`config.mk`:
```
export PLATFORM = sky130hd
export DESIGN_NAME = uart_tx_frame_gen
export DESIGN_NICKNAME = d
export VERILOG_FILES = /design/src/rtl/uart_pkg.sv /design/src/rtl/uart_parity_calc.sv /design/src/rtl/uart_tx_frame_gen.sv
export SDC_FILE = /design/constraint.sdc
export NUM_CORES = 1
export LEC_CHECK = 0
export ABC_AREA = 1
export CORE_MARGIN = 2
export CORE_UTILIZATION = 32
export CTS_CLUSTER_SIZE = 30
export DETAILED_ROUTE_END_ITERATION = 7
export SYNTH_ARGS = -nofsm -noshare
export SYNTH_HDL_FRONTEND = slang
export SYNTH_SLANG_ARGS = --single-unit
export TNS_END_PERCENT = 50
```
`constraint.sdc`:
```
create_clock -name clk -period 1.7 [get_ports clk]
set_clock_uncertainty 0.1 [all_clocks]
set_input_delay 0.17 -clock clk [delete_from_list [all_inputs] [get_ports clk]]
set_output_delay 0.17 -clock clk [all_outputs]
set_load 0.02 [all_outputs]
```
`src/rtl/uart_pkg.sv`:
```
// Shared UART definitions: TX FSM state encoding, parity-type constants and default width.
// Used by the TX frame generator and the parity helper that the RX side also uses.
package uart_pkg;

    localparam int UART_DATA_WIDTH = 8;

    localparam logic PAR_EVEN = 1'b0;
    localparam logic PAR_ODD  = 1'b1;

    typedef enum logic [2:0] {
        ST_IDLE   = 3'd0,
        ST_START  = 3'd1,
        ST_DATA   = 3'd2,
        ST_PARITY = 3'd3,
        ST_STOP   = 3'd4
    } uart_tx_state_t;

endpackage

```
`src/rtl/uart_parity_calc.sv`:
```
// Combinational parity: XOR-reduce of a data word with odd/even selection.
// Shared between the UART TX frame generator and the RX parity checker.
module uart_parity_calc
    import uart_pkg::*;
#(
    parameter int DATA_WIDTH = UART_DATA_WIDTH
) (
    input  logic [DATA_WIDTH-1:0] data,
    input  logic                  par_type,
    output logic                  parity
);

    assign parity = (^data) ^ (par_type == PAR_ODD);

endmodule

```
`src/rtl/uart_tx_frame_gen.sv`:
```
// UART transmitter: start bit, DATA_WIDTH data bits LSB first, optional parity, stop bit(s).
// Define UART_TX_TWO_STOP_EN to stretch the stop phase to two bit times.
module uart_tx_frame_gen
    import uart_pkg::*;
#(
    parameter int   DATA_WIDTH = UART_DATA_WIDTH,
    parameter logic IDLE_LEVEL = 1'b1
) (
    input  logic                  clk,
    input  logic                  rst_n,
    input  logic [DATA_WIDTH-1:0] data_in,
    input  logic                  data_valid,
    input  logic                  par_en,
    input  logic                  par_type,
    output logic                  tx_out,
    output logic                  busy
);

    localparam int              CNT_W    = (DATA_WIDTH > 1) ? $clog2(DATA_WIDTH) : 1;
    localparam logic [CNT_W-1:0] CNT_LAST = CNT_W'(DATA_WIDTH - 1);

    // Handshake: data_valid is sampled only in IDLE; the accepting edge is the one
    // where state_q==ST_IDLE and data_valid==1, and busy rises on that same edge.
    uart_tx_state_t        state_q, state_d;
    logic [CNT_W-1:0]      cnt_q;
    logic [DATA_WIDTH-1:0] shift_q;
    logic                  par_en_q;
    logic                  par_type_q;
    logic                  parity_bit;
    logic                  tx_d;
    logic                  busy_d;
    logic                  accept;

`ifdef UART_TX_TWO_STOP_EN
    logic stop_cnt_q;
`endif

    assign accept = (state_q == ST_IDLE) && data_valid;

    // The shift register rotates, so its XOR-reduce always equals the captured byte's.
    uart_parity_calc #(
        .DATA_WIDTH(DATA_WIDTH)
    ) u_parity (
        .data    (shift_q),
        .par_type(par_type_q),
        .parity  (parity_bit)
    );

    // State register plus registered outputs.
    always_ff @(posedge clk or negedge rst_n) begin
        if (!rst_n) begin
            state_q <= ST_IDLE;
            tx_out  <= IDLE_LEVEL;
            busy    <= 1'b0;
        end else begin
            state_q <= state_d;
            tx_out  <= tx_d;
            busy    <= busy_d;
        end
    end

    always_ff @(posedge clk or negedge rst_n) begin
        if (!rst_n) begin
            shift_q    <= '0;
            cnt_q      <= '0;
            par_en_q   <= 1'b0;
            par_type_q <= 1'b0;
        end else begin
            if (accept) begin
                shift_q    <= data_in;
                par_en_q   <= par_en;
                par_type_q <= par_type;
            end else if (state_d == ST_DATA) begin
                shift_q <= {shift_q[0], shift_q[DATA_WIDTH-1:1]};
            end
            if (state_q == ST_DATA) begin
                cnt_q <= (state_d == ST_DATA) ? cnt_q + 1'b1 : '0;
            end
        end
    end

`ifdef UART_TX_TWO_STOP_EN
    always_ff @(posedge clk or negedge rst_n) begin
        if (!rst_n) begin
            stop_cnt_q <= 1'b0;
        end else if (state_q == ST_STOP) begin
            stop_cnt_q <= ~stop_cnt_q;
        end
    end
`endif

    always_comb begin
        state_d = state_q;
        unique case (state_q)
            ST_IDLE:   if (data_valid) state_d = ST_START;
            ST_START:  state_d = ST_DATA;
            ST_DATA:   if (cnt_q == CNT_LAST) state_d = par_en_q ? ST_PARITY : ST_STOP;
            ST_PARITY: state_d = ST_STOP;
`ifdef UART_TX_TWO_STOP_EN
            ST_STOP:   if (stop_cnt_q) state_d = ST_IDLE;
`else
            ST_STOP:   state_d = ST_IDLE;
`endif
            default:   state_d = ST_IDLE;
        endcase
    end

    // Outputs are computed for the state being entered, so the line changes on the entering edge.
    always_comb begin
        tx_d   = IDLE_LEVEL;
        busy_d = (state_d != ST_IDLE);
        unique case (state_d)
            ST_START:  tx_d = ~IDLE_LEVEL;
            ST_DATA:   tx_d = shift_q[0];
            ST_PARITY: tx_d = parity_bit;
            default:   tx_d = IDLE_LEVEL;
        endcase
    end

endmodule

```
==> results.md <==
* Post-Syn Nets at 162
* Routed WL per cell at 11.0 µm
* Post-Route WL at 2360 µm
* Netlist cell types at 22
* Critical path class: flop to flop
* Max H-tree Level at 1
* Crit-path slowest cell: dfrtp_1
* Die Width at 62.2 µm
* Switch share at 47.6%
* Synth top area share at 39.3%
* Area leader, netlist: dfrtp_1
* Placed cell areas at 0.00128 mm²
* Max cap viols at 0
* Comb pwr share at 55.6%
* Antenna violations before repair at 0
* Clk Latency, worst-skew pair at 0.29 ns
* CP endpoint kind: flop
* Worst-margin pin slew at 0.240 ns
* Drt via density at 4.57
* Final setup fails at 0
* Worst-path cell chain: ha_2 > ha_4 > inv_4 > o21ai_2 > nand2_2 > clkinv_4 > nor2_8 > nor2_4 > nand2_1 > nand2_1
* Hold Fails Final Rpt at 0
* Avg Cell Area, Syn at 7.36 µm²
* Synthesized cell area at 0.00108 mm²
* Crit path DAT at 1.73 ns
* Vias at 982
* Starting Density at 33.0%
* DRC violations left at 0
* Cell family with most CP delay: simple AND/OR/NAND/NOR gates
* Sequential share of power at 33.8%
* CP required at 1.78 ns
* Unrepaired setup endpoints after global routing: true
* Leak at 0.708 nW
* Chip Height at 62.2 µm
* Ys flop type: dfrtp_1
* Status: completed
* Clock transition at path regs at 0.10 ns
* Layout cells sized above 1 at 14.8%
* Share of flip-flops with an asynchronous set or reset at 100%
* Register-to-Register Path Depth at 10
* Clock root buffer: clkbuf_4
* Global-route wire length before repair at 3530 µm
* Global route overflow at 0
* Internal power at 0.00130 W
* EDFF count, synth at 0
* Via count of the first global-routing pass at 879
* Most common cell on crit path: nand2_1
* CP startpoint kind: flop
* End of the worst register-to-register path: shift_q[6]
* Row count at 21
* Worst path max stage delay at 0.41 ns
* IO Port Bufs at 14
* CTS hold repair buffers at 0
* Critical path peak fanout at 7
* CTS tree: built
* DRT Pass-1 Iters at 4
* Largest net degree at the start of global routing at 19
* DRT antenna net count at 0
* Diode count at 0
* Layout fillers at 346
* Count of final max-slew check failures at 0
* Final nets at 185
* Worst path buffer plus inverter count at 2
* Net switching power at 0.00118 W
* Most frequent cell after synthesis: nand2_1
* Synth-to-Final Area Change at 27.6%
* Warnings from Yosys at 0
* Reg2Reg Launch Point: cnt_q[0]
* Initial DRC count at 30
* Finished layout cell area at 0.00138 mm²
* Post-synthesis sequential area ratio at 41.7%
* #FFs+latches synth at 18
* Slew margin rel. at 84.0%
* Setup TNS at 0 ns
* Tmin final at 1.65 ns
* Num Clock Sinks at 18
* Die footprint at 0.00386 mm²
* I/O Pins at 15
* Clock power share at 10.6%
* Worst hold path class: primary input to async pin
* Cells after Synth at 147
* Number of buffers created by CTS at 3
* Reg2reg setup slack at 0.05 ns
* GP Congestion at 0.805
* Largest cells by area after synthesis: dfrtp_1 39%, nand2_1 22%, inv_1 6.2%, a21boi_0 4.9%, nand3_1 3.7%
* Maximum buffer depth of the clock tree at 2
* Core footprint at 0.00328 mm²
* Fmax at 607 MHz
* Worst VDD drop at 597 µV
* Hpwl dp at 1760 µm
* GRT Util Overall at 11.3%
* Synth top cells by count: 64 x nand2_1, 18 x inv_1, 17 x dfrtp_1
* Period utilization at 96.9%
* PwrDens at 1800 mW/mm²
* Pwr Total at 0.00248 W
==> per-layer routing <==
| metal | vias to the layer above | global-route usage [%] | routed length, µm |
|---|---|---|---|
| met5 | - | 0 | 0 |
| met4 | 0 | 5.83 | 30 |
| met3 | 2 | 0.725 | 41 |
| met2 | 12 | 21.2 | 1260 |
| met1 | 469 | 12.8 | 1020 |
| li1 | 499 | - | - |
==> kinds of logic (layout without fill, tap and decap cells) <==
kind of cell,Yosys count,in the layout,share of synthesized area [%]
AO/OA/AOI/OAI,15,15,8.79
XOR/XNOR,1,1,0.809
adder cells (fa/ha/maj),2,2,2.31
buffers and inverters,23,44,8.09
flip-flops,18,18,41.7
AND/OR/NAND/NOR,88,89,38.3
==> metrics by stage <==
step,hold WS [ns],setup slack [ns],utilization (%),cells
6_report,0.0869,0.0523,42.1,215
5_1_grt,0.123,-0.0599,42.1,215
4_1_cts,0.0950,0.00531,40.2,211
3_5_place_dp,0.395,0.0458,39.0,207
3_3_place_gp,0.379,0.0917,39.0,207
2_1_floorplan,-0.226,0.173,-,147
==> final cells by class <==
type                       instances  area (µm²)  area share (%)
clock buffer                       4        36.3            2.63
inverter                          22        90.1            6.52
multi-input combinational        107         573            41.5
sequential                        18         452            32.7
tap                               46        57.6            4.17
timing repair buffer              18         173            12.5
==> flip-flops by register name, indices dropped and copies added (netlist names) <==
register	flops
tx_out	1
par_en_q	1
busy	1
par_type_q	1
shift_q	8
cnt_q	3
state_q	3
==> worst max path at each step <==
| stage | from | to | slack (ns) | depth (start not counted) |
|---|---|---|---|---|
| floorplan | cnt_q[0] | shift_q[0] | 0.17 | 10 |
| finish | cnt_q[0] | shift_q[6] | 0.05 | 10 |
| detailed placement | cnt_q[0] | shift_q[6] | 0.05 | 10 |
| global placement | cnt_q[0] | shift_q[5] | 0.09 | 10 |
| CTS | tx_out | tx_out | 0.005 | 1 |
| global route | cnt_q[1] | shift_q[4] | -0.06 | 10 |
==> what timing repair did <==
item                                    CTS  global route
endpoints found under the setup margin    0             9
setup buffers                             0             3
resized for setup                         0             9
==> worst reg2reg max path: stages (launching register included) <==
cell and delay (ns):
dfrtp_1 0.41, ha_2 0.19, ha_4 0.17, inv_4 0.06, o21ai_2 0.05, nand2_2 0.12, clkinv_4 0.10, nor2_8 0.15
nor2_4 0.07, nand2_1 0.07, nand2_1 0.06
==> cell usage in the layout (no fill, tap or decap), types with 2 or more instances in the layout <==
| master | Yosys | final |
|---|---|---|
| dfrtp_1 | 17 | 17 |
| nand2_1 | 64 | 64 |
| nor2_1 | 8 | 8 |
| clkbuf_4 | 0 | 3 |
| inv_1 | 18 | 17 |
| nand3_1 | 8 | 8 |
| nor2_4 | 1 | 2 |
| a21boi_0 | 7 | 7 |
| clkdlybuf4s50_1 | 0 | 13 |
| inv_2 | 4 | 3 |
| o21ai_0 | 6 | 6 |
| buf_4 | 0 | 4 |
==> power groups by stage <==
stage / logic, W / registers, W / clock network (W)
4_1_cts: 0.00128 / 0.000834 / 0.000271
2_1_floorplan: 0.000949 / 0.000822 / 0
6_report: 0.00138 / 0.000839 / 0.000262
3_3_place_gp: 0.00122 / 0.000831 / 0
3_5_place_dp: 0.00127 / 0.000843 / 0
5_1_grt: 0.00155 / 0.000868 / 0.000284
(Power assumes the default switching activity.)
